## src/rtl/circle_scheduler_pkg.sv

```systemverilog
// Shared types and widths for the circle command scheduler.
package circle_scheduler_pkg;

  localparam int COLOUR_W = 3;
  localparam int X_W      = 8;
  localparam int Y_W      = 7;
  localparam int R_W      = 8;
  localparam int CMD_W    = COLOUR_W + X_W + Y_W + R_W;

  localparam logic [7:0] DRAWN_MAX = 8'd255;

  typedef enum logic [1:0] {
    ST_IDLE = 2'd0,
    ST_RUN  = 2'd1,
    ST_ACK  = 2'd2
  } state_t;

  typedef struct packed {
    logic [COLOUR_W-1:0] colour;
    logic [X_W-1:0]      cx;
    logic [Y_W-1:0]      cy;
    logic [R_W-1:0]      radius;
  } circle_cmd_t;

endpackage

```

## src/rtl/circle_scheduler_if.sv

```systemverilog
// Command port between a requester and the circle scheduler.
interface circle_scheduler_if;
  import circle_scheduler_pkg::*;

  // A command transfers on a rising edge where cmd_valid && cmd_ready; the
  // requester keeps payload stable while valid, ready never looks at valid.
  logic                cmd_valid;
  logic                cmd_ready;
  logic [COLOUR_W-1:0] cmd_colour;
  logic [X_W-1:0]      cmd_cx;
  logic [Y_W-1:0]      cmd_cy;
  logic [R_W-1:0]      cmd_radius;

  modport master (
    output cmd_valid, cmd_colour, cmd_cx, cmd_cy, cmd_radius,
    input  cmd_ready
  );

  modport slave (
    input  cmd_valid, cmd_colour, cmd_cx, cmd_cy, cmd_radius,
    output cmd_ready
  );

endinterface

```

## src/rtl/circle_scheduler_cmd_fifo.sv

```systemverilog
// Command FIFO with extra-MSB pointers; storage is deliberately not reset.
module cmd_fifo #(
  parameter int  DEPTH     = 4,
  parameter type payload_t = logic [25:0]
) (
  input  logic                     clk,
  input  logic                     rst_n,
  input  logic                     push,
  input  logic                     pop,
  input  payload_t                 push_data,
  output payload_t                 head,
  output logic                     full,
  output logic                     empty,
  output logic [$clog2(DEPTH):0]   level
);

  localparam int AW = $clog2(DEPTH);

  payload_t      mem [DEPTH];
  logic [AW:0]   wr_ptr;
  logic [AW:0]   rd_ptr;
  logic          do_push;
  logic          do_pop;

  // Same index with differing wrap bits means the writer lapped the reader.
  assign full    = (wr_ptr[AW] != rd_ptr[AW]) && (wr_ptr[AW-1:0] == rd_ptr[AW-1:0]);
  assign empty   = (wr_ptr == rd_ptr);
  assign do_push = push && !full;
  assign do_pop  = pop && !empty;
  assign level   = wr_ptr - rd_ptr;
  assign head    = mem[rd_ptr[AW-1:0]];

  always_ff @(posedge clk or negedge rst_n) begin
    if (!rst_n) begin
      wr_ptr <= '0;
      rd_ptr <= '0;
    end else begin
      if (do_push) wr_ptr <= wr_ptr + 1'b1;
      if (do_pop)  rd_ptr <= rd_ptr + 1'b1;
    end
  end

  always_ff @(posedge clk) begin
    if (do_push) mem[wr_ptr[AW-1:0]] <= push_data;
  end

endmodule

```

## src/rtl/circle_scheduler.sv

```systemverilog
// Queues circle commands and feeds them one at a time to a circle engine
// through a start/done four-phase handshake.
module circle_scheduler
  import circle_scheduler_pkg::*;
#(
  parameter int DEPTH = 4
) (
  input  logic                   clk,
  input  logic                   rst_n,
  circle_scheduler_if.slave      cmd,
  output logic                   circ_start,
  input  logic                   circ_done,
  output logic [COLOUR_W-1:0]    circ_colour,
  output logic [X_W-1:0]         circ_cx,
  output logic [Y_W-1:0]         circ_cy,
  output logic [R_W-1:0]         circ_radius,
  output logic                   busy,
  output logic                   all_done,
  output logic [7:0]             drawn_count,
  output state_t                 state_dbg,
  output logic [$clog2(DEPTH):0] fifo_level
);

  state_t      state;
  state_t      state_nxt;
  circle_cmd_t push_cmd;
  circle_cmd_t head_cmd;
  logic        full;
  logic        empty;
  logic        pop;
  logic        start_nxt;
  logic        count_en;

  assign push_cmd.colour = cmd.cmd_colour;
  assign push_cmd.cx     = cmd.cmd_cx;
  assign push_cmd.cy     = cmd.cmd_cy;
  assign push_cmd.radius = cmd.cmd_radius;
  assign cmd.cmd_ready   = !full;

  cmd_fifo #(
    .DEPTH     (DEPTH),
    .payload_t (circle_cmd_t)
  ) u_cmd_fifo (
    .clk       (clk),
    .rst_n     (rst_n),
    .push      (cmd.cmd_valid),
    .pop       (pop),
    .push_data (push_cmd),
    .head      (head_cmd),
    .full      (full),
    .empty     (empty),
    .level     (fifo_level)
  );

  always_comb begin
    state_nxt = state;
    start_nxt = circ_start;
    pop       = 1'b0;
    count_en  = 1'b0;
    case (state)
      ST_IDLE: begin
        if (!empty) begin
          pop       = 1'b1;
          start_nxt = 1'b1;
          state_nxt = ST_RUN;
        end
      end
      ST_RUN: begin
        if (circ_done) begin
          start_nxt = 1'b0;
          state_nxt = ST_ACK;
        end
      end
      ST_ACK: begin
        // Wait for the engine to drop done so one completion counts once.
        start_nxt = 1'b0;
        if (!circ_done) begin
          count_en  = 1'b1;
          state_nxt = ST_IDLE;
        end
      end
      default: begin
        start_nxt = 1'b0;
        state_nxt = ST_IDLE;
      end
    endcase
  end

  always_ff @(posedge clk or negedge rst_n) begin
    if (!rst_n) begin
      state       <= ST_IDLE;
      circ_start  <= 1'b0;
      circ_colour <= '0;
      circ_cx     <= '0;
      circ_cy     <= '0;
      circ_radius <= '0;
      drawn_count <= '0;
    end else begin
      state      <= state_nxt;
      circ_start <= start_nxt;
      if (pop) begin
        circ_colour <= head_cmd.colour;
        circ_cx     <= head_cmd.cx;
        circ_cy     <= head_cmd.cy;
        circ_radius <= head_cmd.radius;
      end
      if (count_en && (drawn_count != DRAWN_MAX)) drawn_count <= drawn_count + 8'd1;
    end
  end

  assign busy      = (state == ST_RUN) || (state == ST_ACK);
  assign all_done  = empty && (state == ST_IDLE);
  assign state_dbg = state;

endmodule

```

## src/flat_wrapper.sv

```systemverilog
// flat-port wrapper written by rule: the top's interface ports become plain ports
module circle_scheduler_flat import circle_scheduler_pkg::*;
#(
  parameter int DEPTH = 4
)
  (clk, rst_n, circ_start, circ_done, circ_colour, circ_cx, circ_cy, circ_radius, busy, all_done, drawn_count, state_dbg, fifo_level, cmd_cmd_valid, cmd_cmd_colour, cmd_cmd_cx, cmd_cmd_cy, cmd_cmd_radius, cmd_cmd_ready);
  circle_scheduler_if cmd_i ();
  input  logic clk;
  input  logic rst_n;
  output logic circ_start;
  input  logic circ_done;
  output logic [COLOUR_W-1:0] circ_colour;
  output logic [X_W-1:0] circ_cx;
  output logic [Y_W-1:0] circ_cy;
  output logic [R_W-1:0] circ_radius;
  output logic busy;
  output logic all_done;
  output logic [7:0] drawn_count;
  output state_t state_dbg;
  output logic [$clog2(DEPTH):0] fifo_level;
  input wire logic [$bits(cmd_i.cmd_valid)-1:0] cmd_cmd_valid;
  input wire logic [$bits(cmd_i.cmd_colour)-1:0] cmd_cmd_colour;
  input wire logic [$bits(cmd_i.cmd_cx)-1:0] cmd_cmd_cx;
  input wire logic [$bits(cmd_i.cmd_cy)-1:0] cmd_cmd_cy;
  input wire logic [$bits(cmd_i.cmd_radius)-1:0] cmd_cmd_radius;
  output wire logic [$bits(cmd_i.cmd_ready)-1:0] cmd_cmd_ready;
  assign cmd_i.cmd_valid = cmd_cmd_valid;
  assign cmd_i.cmd_colour = cmd_cmd_colour;
  assign cmd_i.cmd_cx = cmd_cmd_cx;
  assign cmd_i.cmd_cy = cmd_cmd_cy;
  assign cmd_i.cmd_radius = cmd_cmd_radius;
  assign cmd_cmd_ready = cmd_i.cmd_ready;
  circle_scheduler #(.DEPTH(DEPTH)) u_core (.clk(clk), .rst_n(rst_n), .cmd(cmd_i), .circ_start(circ_start), .circ_done(circ_done), .circ_colour(circ_colour), .circ_cx(circ_cx), .circ_cy(circ_cy), .circ_radius(circ_radius), .busy(busy), .all_done(all_done), .drawn_count(drawn_count), .state_dbg(state_dbg), .fifo_level(fifo_level));
endmodule
```

## config.mk

```make
export PLATFORM = sky130hd
export DESIGN_NAME = circle_scheduler_flat
export DESIGN_NICKNAME = d
export VERILOG_FILES = /design/src/rtl/circle_scheduler_pkg.sv /design/src/rtl/circle_scheduler_if.sv /design/src/rtl/circle_scheduler_cmd_fifo.sv /design/src/rtl/circle_scheduler.sv /design/src/flat_wrapper.sv
export SDC_FILE = /design/constraint.sdc
export NUM_CORES = 1
export LEC_CHECK = 0
export ABC_AREA = 1
export BUFFER_PORTS_ARGS = -buffer_cell sky130_fd_sc_hd__buf_2
export CORE_MARGIN = 3
export CORE_UTILIZATION = 48
export DETAILED_ROUTE_END_ITERATION = 12
export PLACE_DENSITY = 0.68
export SLEW_MARGIN = 20
export SYNTH_ARGS = -nofsm -noshare
export SYNTH_HDL_FRONTEND = slang
export SYNTH_HIERARCHICAL = 1
export SYNTH_SLANG_ARGS = --single-unit
export TNS_END_PERCENT = 1
```

## constraint.sdc

```tcl
create_clock -name clk -period 3.3 [get_ports clk]
set_clock_uncertainty 0.1 [all_clocks]
set_input_delay 0.165 -clock clk [delete_from_list [all_inputs] [get_ports clk]]
set_output_delay 0.165 -clock clk [all_outputs]
set_load 0.02 [all_outputs]
```

**Word-level counts from Yosys, hierarchy flattened**

Memories as Yosys holds them, arrays and structs flattened. A register that Yosys moved wholly into a read port is not among the register bits.
Cells that the tools add are included.

- Add/sub/neg operators: 4
- Multiplexer cells: 13
- Reduce and logical (&&, ||, !) cells: 12
- Equal/unequal tests: 9

Operators by type and width:

| operator | count |
|---|---|
| 8-bit by 1-bit adder with 8-bit output, second input constant | 1 |
| 1-bit two-way mux | 8 |
| 8-bit inequality test, second input constant | 1 |
| 3-bit by 1-bit adder with 3-bit output, second input constant | 2 |
| 2-bit two-way mux | 3 |
| 2-bit inequality test, second input constant | 3 |
| 2-bit case mux with 3 select lines | 1 |
| 1-bit logical AND | 5 |
| 3-bit == test | 1 |
| 1-bit zero test | 3 |
| 3-bit AND reduction | 1 |
| 3-bit subtractor | 1 |
| 2-bit by 1-bit == test with 1-bit output, second input constant | 1 |
| 2-bit == test | 1 |
| 2-bit == test, second input constant | 1 |
| 2-bit zero test | 1 |
| 1-bit case mux with 2 select lines | 1 |
| 2-bit AND reduction | 1 |
| 1-bit logical OR | 1 |
| 1-bit inequality test | 1 |

- Output and inout port bits: 43
- Input port bits: 30
- Logic and storage cells: 44
- Register bits: 17
- Memories: 1
- RAM bits: 104

Memories:

| memory | depth | width | read ports | clocked after memory_dff | write ports | RTL line | RTL |
|---|---|---|---|---|---|---|---|
| u_core.u_cmd_fifo.mem | 4 | 26 | 1 | 1 | 1 | circle_scheduler_cmd_fifo.sv:19 | `payload_t mem [DEPTH];` |

**Depth between registers and ports, before layout**

Gate-level depths: netlist (run 1).

- Word-level depth: 6
- Gate-level depth with buffers: 15
- Gate-level depth less buffers: 12

**By module**

Netlist (run 1), hierarchy kept.

Modules (own cells, without submodules):

| module | instances | area each (sq um) | sequential area each (sq um) | cells an instance |
|---|---|---|---|---|
| cmd_fifo | 1 | 4372.9 | 3273.1 | 315 |
| circle_scheduler | 1 | 1695.4 | 925.9 | 204 |

**Worst setup path before layout (run 1)**

No wires, ideal clock.

- Kind: reg2reg
- From: reg u_core.u_cmd_fifo.rd_ptr[1]
- To: mem u_core/u_cmd_fifo/mem[0][0] (netlist bit) (enable)
- Cell stages (with the launch flop): 10
- Data required time: 2.791 ns
- Slack: 0.426 ns
- Library setup time: 0.409 ns
- Arrival: 2.365 ns
- Cells stage by stage: dfrtp_1 > buf_4 > inv_4 > buf_4 > ha_1 > nand2_1 > inv_1 > nand3_4 > nand2_4 > nor2_1

- Longest elaborated chain between the ends: 6

RTL lines:

| what | RTL line | RTL |
|---|---|---|
| start, declared | circle_scheduler_cmd_fifo.sv:21 | `logic [AW:0] rd_ptr;` |
| start signal, assigned | circle_scheduler_cmd_fifo.sv:39 | `if (do_pop) rd_ptr <= rd_ptr + 1'b1;` |
| 2-bit == test | circle_scheduler_cmd_fifo.sv:26 | `assign full = (wr_ptr[AW] != rd_ptr[AW]) && (wr_ptr[AW-1:0] == rd_ptr[AW-1:0]);` |
| 1-bit logical AND | circle_scheduler_cmd_fifo.sv:26 |  |
| 1-bit zero test | circle_scheduler_cmd_fifo.sv:28 | `assign do_push = push && !full;` |
| 1-bit logical AND | circle_scheduler_cmd_fifo.sv:28 |  |
| 1-bit two-way mux | circle_scheduler_cmd_fifo.sv:44 | `if (do_push) mem[wr_ptr[AW-1:0]] <= push_data;` |
| 1-bit two-way mux (implied by the code) | circle_scheduler_cmd_fifo.sv:44 |  |
| end, declared | circle_scheduler_cmd_fifo.sv:19 |  |

No other way between the ends.

**Worst setup path in the final report (run 1)**

- From: reg u_core.u_cmd_fifo.rd_ptr[1]
- To: reg u_core.u_cmd_fifo.rd_ptr[0]

- Longest elaborated chain between the ends: 4
- Elaborated cells on any way between the ends: 5
- Classes of those cells: eq/ne: 1; mux: 2; reduce/logical: 2

RTL lines:

| what | RTL line | RTL |
|---|---|---|
| 3-bit == test * | circle_scheduler_cmd_fifo.sv:27 | `assign empty = (wr_ptr == rd_ptr);` |
| net u_core.empty | circle_scheduler.sv:29 | `logic empty;` |
| 1-bit two-way mux | circle_scheduler.sv:62 | `if (!empty) begin` |
| 1-bit two-way mux | circle_scheduler.sv:60 | `case (state)` |
| 1-bit logical AND * | circle_scheduler_cmd_fifo.sv:29 | `assign do_pop = pop && !empty;` |

Mark *: on every way through the listed nets, which the timed path passes. The rest lies on a longest branch.
A chain may end at the register's enable or synchronous reset.

==> impl_metrics.csv, run 1 <==
group,metric,value,unit
place,dp.final_hpwl,7431,um
grt,globalRouteTotalUtil,18.74,%
finish,fillers,982,
worst_setup_path,r2r_start,"u_core/u_cmd_fifo/rd_ptr[1]",
die,ios,73,
timing,maxSlewHeadroom,58.81,%
synthesis,synth_warnings,6,
route,antenna_left,0,
synthesis,synth_area,6068,um^2
cts,clk_path_buf_depth,2,
route,routed_wl,12520,um
route,first_pass_iters,5,
worst_setup_path,end_kind,"register",
finish,drive_gt1_share,20.38,%
timing,final_min_period_over_clock_period,73.15,%
die,core_area,12160,um^2
place,gp_congestion,0.7914,
worst_setup_path,crit_start,"u_core/u_cmd_fifo/rd_ptr[1]",
grt,grt_first_pass_wirelength,20490,um
grt,overflow,0,
finish,fin_nets,669,
power_and_ir_drop,combPwrFrac,37.4,%
power_and_ir_drop,power.share.sequential,38.0,%
route,viasPerCell,5.103,
finish,stdcell_area,7413,um^2
timing,grt_setup_unrepaired,"false",
worst_setup_path,critPathRequiredTime,3.55,ns
cts,cts_tree,"built",
timing,maxSlewViolCount,0,
timing,tightest_slew,0.6179,ns
synthesis,synth_seq_cells,147,
timing,hold_viol,0,
finish,regArea,4200,um^2
finish,multi_input_area,1595,um^2
place,placed_area,6549,um^2
finish,final_util,60.96,%
die,die_y,118.4,um
route,vias,4113,
power_and_ir_drop,ir_worst_vdd,0.8361,mV
hold_path,hold_class,"input pin to async pin",
cts,cts_root_buf,"clkbuf_16",
cts,postCtsSetupRepairBufs,0,
finish,antenna_cells,0,
worst_setup_path,arrival,2.66,ns
worst_setup_path,reg2reg_depth,11,
synthesis,synth_cells,519,
worst_setup_path,crit_type,"register to register",
grt,grt_pass1_vias,4196,
timing,min_period,2.414,ns
timing,fin_tns_setup,0,ns
cts,cts_max_level,4,
route,drt_iter0_drc,256,
power_and_ir_drop,p_clk_share,24.6,%
route,wl_per_cell,15.53,um
cts,cts.clk_slew.worst_paths,0.06,ns
cts,clk_latency,0.41,ns
outcome,status,"finished, final reports clean",
place,portBuffers,72,
timing,fmax,0.4143,GHz
synthesis,synth_fp_nets,563,
finish,syn_to_final_growth,22.16,%
synthesis,yosysSeqAreaShare,69.20,%
cts,cts.sinks,147,
die,row_count,40,
worst_setup_path,reg2reg_slack,0.89,ns
grt,grt_antenna_before_repair,0,
run,cap_violations,0,
worst_setup_path,critPathMaxFanout,30,
grt,grt_max_degree,56,
power_and_ir_drop,internal-power,4.375,mW
synthesis,netlist-cell-type-count,28,
power_and_ir_drop,cellLeakagePower,3.109,nW
die,die_area,14030,um^2
cts,cts-buffers-inserted,17,
timing,whs,0.1971,ns
route,drc,0,
power_and_ir_drop,p_per_area,986.1,nW/um^2
power_and_ir_drop,p_sw,2.935,mW
die,die_w,118.4,um
worst_setup_path,cp-start-kind,"register",
timing,setup_violations,0,
power_and_ir_drop,p_sw_share,40.15,%
die,start_util,49.90,%
synthesis,syn_avg_cell_area,11.69,um^2
==> cell type report <==
type	instances	area share, %
Sequential cell	147	56.66
Clock inverter	15	1.975
Timing Repair Buffer	108	9.519
Clock buffer	17	5.738
Multi-Input combinational cell	319	21.52
Tap cell	168	2.835
Inverter	32	1.755
==> worst max-delay path, stage by stage (launching register included) <==
cell and delay (ns):
dfrtp_1 0.39, inv_4 0.16, ha_1 0.31, nand2_1 0.05, inv_1 0.11, nand3_2 0.13, inv_1 0.10, or2_1 0.36
clkinv_4 0.32, nand2_2 0.17, nand2_1 0.06, nand2_1 0.08
==> flip-flops by register name, indices dropped and copies added, names as in the netlist <==
signal,flops
u_core/circ_colour,3
u_core/circ_cx,8
u_core/circ_cy,7
u_core/circ_radius,8
u_core/circ_start,1
u_core/drawn_count,8
u_core/state_dbg,2
u_core/u_cmd_fifo/mem,104
u_core/u_cmd_fifo/rd_ptr,3
u_core/u_cmd_fifo/wr_ptr,3
==> power groups by stage <==
| stage | clock network [mW] | logic [mW] | registers [mW] |
|---|---|---|---|
| detailed placement | 0 | 2.73 | 2.81 |
| global placement | 0 | 2.67 | 2.80 |
| CTS | 1.84 | 2.78 | 2.78 |
| floorplan | 0 | 1.82 | 3.01 |
| global route | 1.93 | 3.08 | 2.83 |
| finish | 1.80 | 2.73 | 2.78 |
==> cells in the final DEF (no fill, tap or decap), drive strengths merged, types with 17 or more instances in the layout <==
cell / count
clkbuf: 17
nand2: 133
buf: 79
dfrtp: 43
o21ai: 55
nand3: 18
edfxtp: 104
nor2: 64
inv: 37
o22ai: 26
dlygate4sd3: 29
==> final timing paths <==
kind | endpoint
min in group clk | u_core/circ_colour[1]
setup reg to reg | u_core/u_cmd_fifo/rd_ptr[0]
max in group asynchronous | u_core/u_cmd_fifo/rd_ptr[0]
hold / removal | u_core/state_dbg[0]
setup / recovery | u_core/u_cmd_fifo/rd_ptr[0]
hold reg to reg | u_core/circ_colour[1]
==> repair_timing <==
| action | 4_1_cts | 5_1_grt |
|---|---|---|
| hold endpoints to repair | 152 | 0 |
| gates resized for setup | 0 | 0 |
| hold buffers | 29 | 0 |
==> per-layer routing <==
layer	vias up	wire [um]	GRT usage (%)
li1	1994	-	-
met1	1963	5183	22.78
met2	135	6376	32.05
met3	21	736	5.024
met4	0	220	7.169
met5	-	0	0
==> synth_stat cells (all sizes together) <==
cell / number / area share, %
fa: 1 / 0.33
inv: 30 / 1.9
xor2: 1 / 0.14
buf: 21 / 2.7
nand3: 18 / 1.8
edfxtp: 104 / 51
o22ai: 26 / 2.7
o21ai: 55 / 4.5
ha: 13 / 2.7
clkinv: 2 / 0.21
nand2: 133 / 8.8
dfrtp: 43 / 18
nand4: 4 / 0.41
nand3b: 1 / 0.12
nor2: 64 / 4.1
xnor2: 2 / 0.29
or2: 1 / 0.10
==> cell families after synthesis <==
| family | Yosys count | synth area share (%) |
|---|---|---|
| AND/OR/NAND/NOR | 221 | 15.26 |
| XOR/XNOR | 3 | 0.4331 |
| flip-flops | 147 | 69.20 |
| buffers and inverters | 53 | 4.887 |
| adder cells (fa/ha/maj) | 14 | 3.010 |
| AO/OA/AOI/OAI | 81 | 7.217 |
==> through the flow <==
stage	worst slack (ns)	cells	power, mW
finish	0.8861	806	7.310
floorplan	0.4263	519	4.826
CTS	0.8699	806	7.401
detailed placement	0.8961	745	5.537
global placement	0.9444	745	5.464
global route	0.6394	806	7.844
Note: power is estimated with default switching activity, not from simulation.
==> run 2, diff against run 1 <==
- clock period: 3.3 -> 2.53 ns (I/O delays scaled with it)
==> impl_metrics.csv, run 2 (synthesis results as in run 1) <==
group,metric,value,unit
outcome,status,"finished, final reports clean",
timing,min_period,2.170,ns
grt,overflow,0,
timing,whs,0.1671,ns
die,start_util,49.90,%
route,drt_iter0_drc,244,
route,first_pass_iters,5,
cts,cts.clk_slew.worst_paths,0.06,ns
worst_setup_path,critPathMaxFanout,5,
cts,cts-buffers-inserted,17,
route,wl_per_cell,15.48,um
cts,clk_latency,0.41,ns
grt,grtUsageMet2,31.58,%
die,core_area,12160,um^2
worst_setup_path,arrival,1.94,ns
finish,fin_nets,671,
place,portBuffers,72,
timing,final_min_period_over_clock_period,85.78,%
finish,final_cell_mix,"126 x nand2_1, 104 x edfxtp_1, 71 x buf_2",
run,cap_violations,0,
die,die_w,118.4,um
die,row_count,40,
grt,grt_first_pass_wirelength,20900,um
finish,syn_to_final_growth,23.11,%
die,die_y,118.4,um
power_and_ir_drop,fin_total_pwr,9.636,mW
finish,drive_gt1_share,20.47,%
cts,cts.sinks,147,
timing,grt_setup_unrepaired,"false",
die,die_area,14030,um^2
cts,cts_root_buf,"clkbuf_16",
timing,hold_viol,0,
timing,maxSlewHeadroom,60.43,%
die,ios,73,
cts,cts_max_level,4,
worst_setup_path,end_kind,"output port",
cts,cts_resized,0,
hold_path,hold_class,"input pin to async pin",
power_and_ir_drop,p_per_area,1290,nW/um^2
grt,use_met3,4.306,%
grt,gr-usage-met1,24.71,%
place,pre_cts_slack,0.4010,ns
cts,cts_tree,"built",
route,antenna_left,0,
finish,largest_register_ffs,104,
grt,grt_busiest_layer,"met2",
grt,grt_pass1_vias,4065,
timing,fmax,0.4608,GHz
route,drc,0,
timing,tightest_slew,0.5935,ns
power_and_ir_drop,ir_worst_vdd,0.8089,mV
timing,setup_violations,0,
route,viasPerCell,5.053,
timing,setup_ws,0.3599,ns
power_and_ir_drop,cellLeakagePower,3.132,nW
grt,grt_antenna_before_repair,0,
finish,stdcell_area,7471,um^2
worst_setup_path,cp-start-kind,"register",
timing,fin_tns_setup,0,ns
cts,postCtsSetupRepairBufs,0,
grt,grt_max_degree,56,
grt,globalRouteTotalUtil,18.94,%
place,dp.final_hpwl,7029,um
finish,antenna_cells,0,
finish,final_util,61.43,%
route,vias,4083,
timing,maxSlewViolCount,0,
cts,clk_path_buf_depth,2,
finish,final_common_cell,"nand2_1",
place,gp_congestion,0.8377,
worst_setup_path,critPathRequiredTime,2.30,ns
worst_setup_path,crit_type,"register to output port",
finish,fin_cells,808,
route,routed_wl,12500,um
place,dp_cells,747,
place,placed_area,6601,um^2
run 2: path summary, 6_finish.rpt:
path	slack, ns	depth (start not counted)	start	end
min	0.17	2	rst_n	u_core/circ_cx[7]
min in group clk	0.37	2	cmd_cmd_cx[2]	u_core/u_cmd_fifo/mem[2][17]
min reg2reg	0.37	2	u_core/circ_cx[6]	u_core/circ_cx[6]
max in group asynchronous	1.74	2	rst_n	u_core/u_cmd_fifo/rd_ptr[0]
max	0.36	9	u_core/u_cmd_fifo/wr_ptr[0]	all_done
max reg2reg	0.43	9	u_core/u_cmd_fifo/wr_ptr[0]	u_core/circ_start
run 2: final cells by class:
class | count | area [um^2]
Fill cell | 952 | 4691
Sequential cell | 147 | 4200
Multi-Input combinational cell | 319 | 1595
Timing Repair Buffer | 110 | 758.2
Clock buffer | 20 | 456.7
Tap cell | 168 | 210.2
Inverter | 32 | 130.1
Clock inverter | 12 | 120.1
run 2: where the power goes:
group	total [mW]	leakage, nW	internal [mW]	switching (mW)
Combinational	3.61	1.37	1.14	2.46
Sequential	3.62	1.49	3.31	0.314
Clock	2.41	0.278	1.42	0.985
run 2: metal layers:
layer / wire [um] / up-vias
met5: 0 / -
met4: 148 / 0
met3: 533 / 14
met2: 6460 / 111
met1: 5362 / 1959
li1: - / 1999
run 2: worst max-delay path: stages (launching register included):
cell and delay, ns:
dfrtp_1 0.40, inv_1 0.11, ha_1 0.31, nand2_1 0.05, inv_1 0.12, nand3_2 0.13, inv_1 0.09, nand2_1 0.05
inv_1 0.09, buf_2 0.18
run 2: what timing repair did:
| action | 4_1_cts | 5_1_grt |
|---|---|---|
| hold endpoints to repair | 152 | 0 |
| endpoints found under the setup margin | 0 | 0 |
| hold buffers | 29 | 0 |
==> run 3, diff against run 2 <==
- RECOVER_POWER: not set -> 50
==> impl_metrics.csv, run 3 (synthesis results as in run 1) <==
group,metric,value,unit
cts,cts_root_buf,"clkbuf_16",
finish,antenna_cells,0,
die,die_w,118.4,um
worst_setup_path,end_kind,"output port",
place,dp.final_hpwl,7029,um
route,first_pass_iters,4,
power_and_ir_drop,p_sw,3.785,mW
cts,cts_max_level,4,
worst_setup_path,critPathRequiredTime,2.30,ns
place,portBuffers,72,
die,die_y,118.4,um
finish,final_cell_mix,"126 x nand2_1, 104 x edfxtp_1, 60 x nor2_1",
timing,maxSlewHeadroom,23.46,%
finish,final_common_cell,"nand2_1",
finish,fin_cells,808,
cts,cts_tree,"built",
power_and_ir_drop,combPwrFrac,37.2,%
route,drc,0,
power_and_ir_drop,fin_total_pwr,9.608,mW
timing,min_period,2.173,ns
cts,cts.clk_slew.worst_paths,0.06,ns
power_and_ir_drop,p_clk_share,25.0,%
cts,clk_latency,0.41,ns
route,viasPerCell,5.131,
grt,grt_first_pass_wirelength,20900,um
place,dp_cells,747,
place,gp_congestion,0.8377,
grt,grt_pass1_vias,4065,
timing,fmax,0.4601,GHz
hold_path,hold_class,"input pin to async pin",
grt,grt_max_degree,56,
cts,cts.sinks,147,
power_and_ir_drop,power.share.sequential,37.8,%
run,cap_violations,0,
grt,overflow,0,
worst_setup_path,crit_type,"register to output port",
timing,grt_setup_unrepaired,"false",
cts,clk_path_buf_depth,2,
route,wl_per_cell,15.59,um
cts,cts-buffers-inserted,17,
finish,largest_register_ffs,104,
timing,fin_tns_setup,0,ns
finish,drive_gt1_share,13.13,%
timing,tightest_slew,1.148,ns
route,routed_wl,12600,um
die,start_util,49.90,%
die,ios,73,
power_and_ir_drop,cellLeakagePower,2.993,nW
die,row_count,40,
route,antenna_left,0,
grt,globalRouteTotalUtil,18.94,%
power_and_ir_drop,ir_worst_vdd,0.7955,mV
grt,grt_antenna_before_repair,0,
die,die_area,14030,um^2
finish,final_util,60.93,%
power_and_ir_drop,internal-power,5.823,mW
cts,postCtsSetupRepairBufs,0,
die,core_area,12160,um^2
route,drt_iter0_drc,299,
worst_setup_path,arrival,1.95,ns
outcome,status,"finished, final reports clean",
timing,hold_viol,0,
finish,syn_to_final_growth,22.10,%
worst_setup_path,critPathMaxFanout,5,
power_and_ir_drop,p_sw_share,39.40,%
timing,final_min_period_over_clock_period,85.90,%
timing,setup_violations,0,
finish,fin_nets,671,
route,vias,4146,
timing,maxSlewViolCount,0,
power_and_ir_drop,p_per_area,1297,nW/um^2
worst_setup_path,cp-start-kind,"register",
run 3: changes by cell type in the layout (fill, tap and decap cells not counted), sizes merged:
cell | before | now
buf | 81 | 33
clkbuf | 20 | 68
run 3: final cells by class:
| cell class | instances | area, um^2 |
|---|---|---|
| Fill cell | 976 | 4752 |
| Clock inverter | 12 | 120.1 |
| Timing Repair Buffer | 110 | 696.9 |
| Sequential cell | 147 | 4200 |
| Clock buffer | 20 | 456.7 |
| Multi-Input combinational cell | 319 | 1595 |
| Inverter | 32 | 130.1 |
| Tap cell | 168 | 210.2 |
run 3: worst max-delay path, stage by stage, from the launching register on:
cell,delay (ns)
dfrtp_1,0.40
inv_1,0.11
ha_1,0.31
nand2_1,0.05
inv_1,0.12
nand3_2,0.13
inv_1,0.09
nand2_1,0.05
inv_1,0.09
buf_2,0.18
run 3: metrics by stage:
stage               hold WS [ns]  instance area, um^2  setup slack (ns)
floorplan                -0.2691                 6068           -0.3437
global placement          0.2374                 6601            0.5397
detailed placement        0.2423                 6601            0.4010
CTS                       0.3491                 7468            0.3413
global route              0.3940                 7410            0.1954
finish                    0.3775                 7410            0.3568
run 3: path summary, 6_finish.rpt:
| kind | from | end | slack [ns] | cells past startpoint |
|---|---|---|---|---|
| hold reg to reg | u_core/circ_cx[6] | u_core/circ_cx[6] | 0.38 | 2 |
| max in group asynchronous | rst_n | u_core/u_cmd_fifo/rd_ptr[0] | 1.18 | 2 |
| min in group clk | u_core/circ_cx[6] | u_core/circ_cx[6] | 0.38 | 2 |
| hold / removal | rst_n | u_core/circ_cx[7] | 0.38 | 2 |
| setup reg to reg | u_core/u_cmd_fifo/wr_ptr[0] | u_core/u_cmd_fifo/rd_ptr[1] | 0.41 | 11 |
| setup / recovery | u_core/u_cmd_fifo/wr_ptr[0] | all_done | 0.36 | 9 |
run 3: metal layers:
layer	wire [um]	global-route usage [%]	part of all wire (%)	up-vias
li1	-	-	-	2002
met2	6314	31.58	50	137
met3	658	4.306	5.2	18
met4	192	6.227	1.5	0
met1	5430	24.71	43	1989
met5	0	0	0	-
run 3: what timing repair did:
item | CTS | global route
hold buffers | 29 | 0
endpoints found under the hold margin | 152 | 0
resized for setup | 0 | 0
run 3: power groups by stage:
stage / Combinational [mW] / Sequential [mW] / Clock (mW)
3_3_place_gp: 3.53 / 3.64 / 0
2_1_floorplan: 2.37 / 3.93 / 0
4_1_cts: 3.67 / 3.62 / 2.44
5_1_grt: 4.06 / 3.71 / 2.55
3_5_place_dp: 3.62 / 3.66 / 0
6_report: 3.58 / 3.63 / 2.40
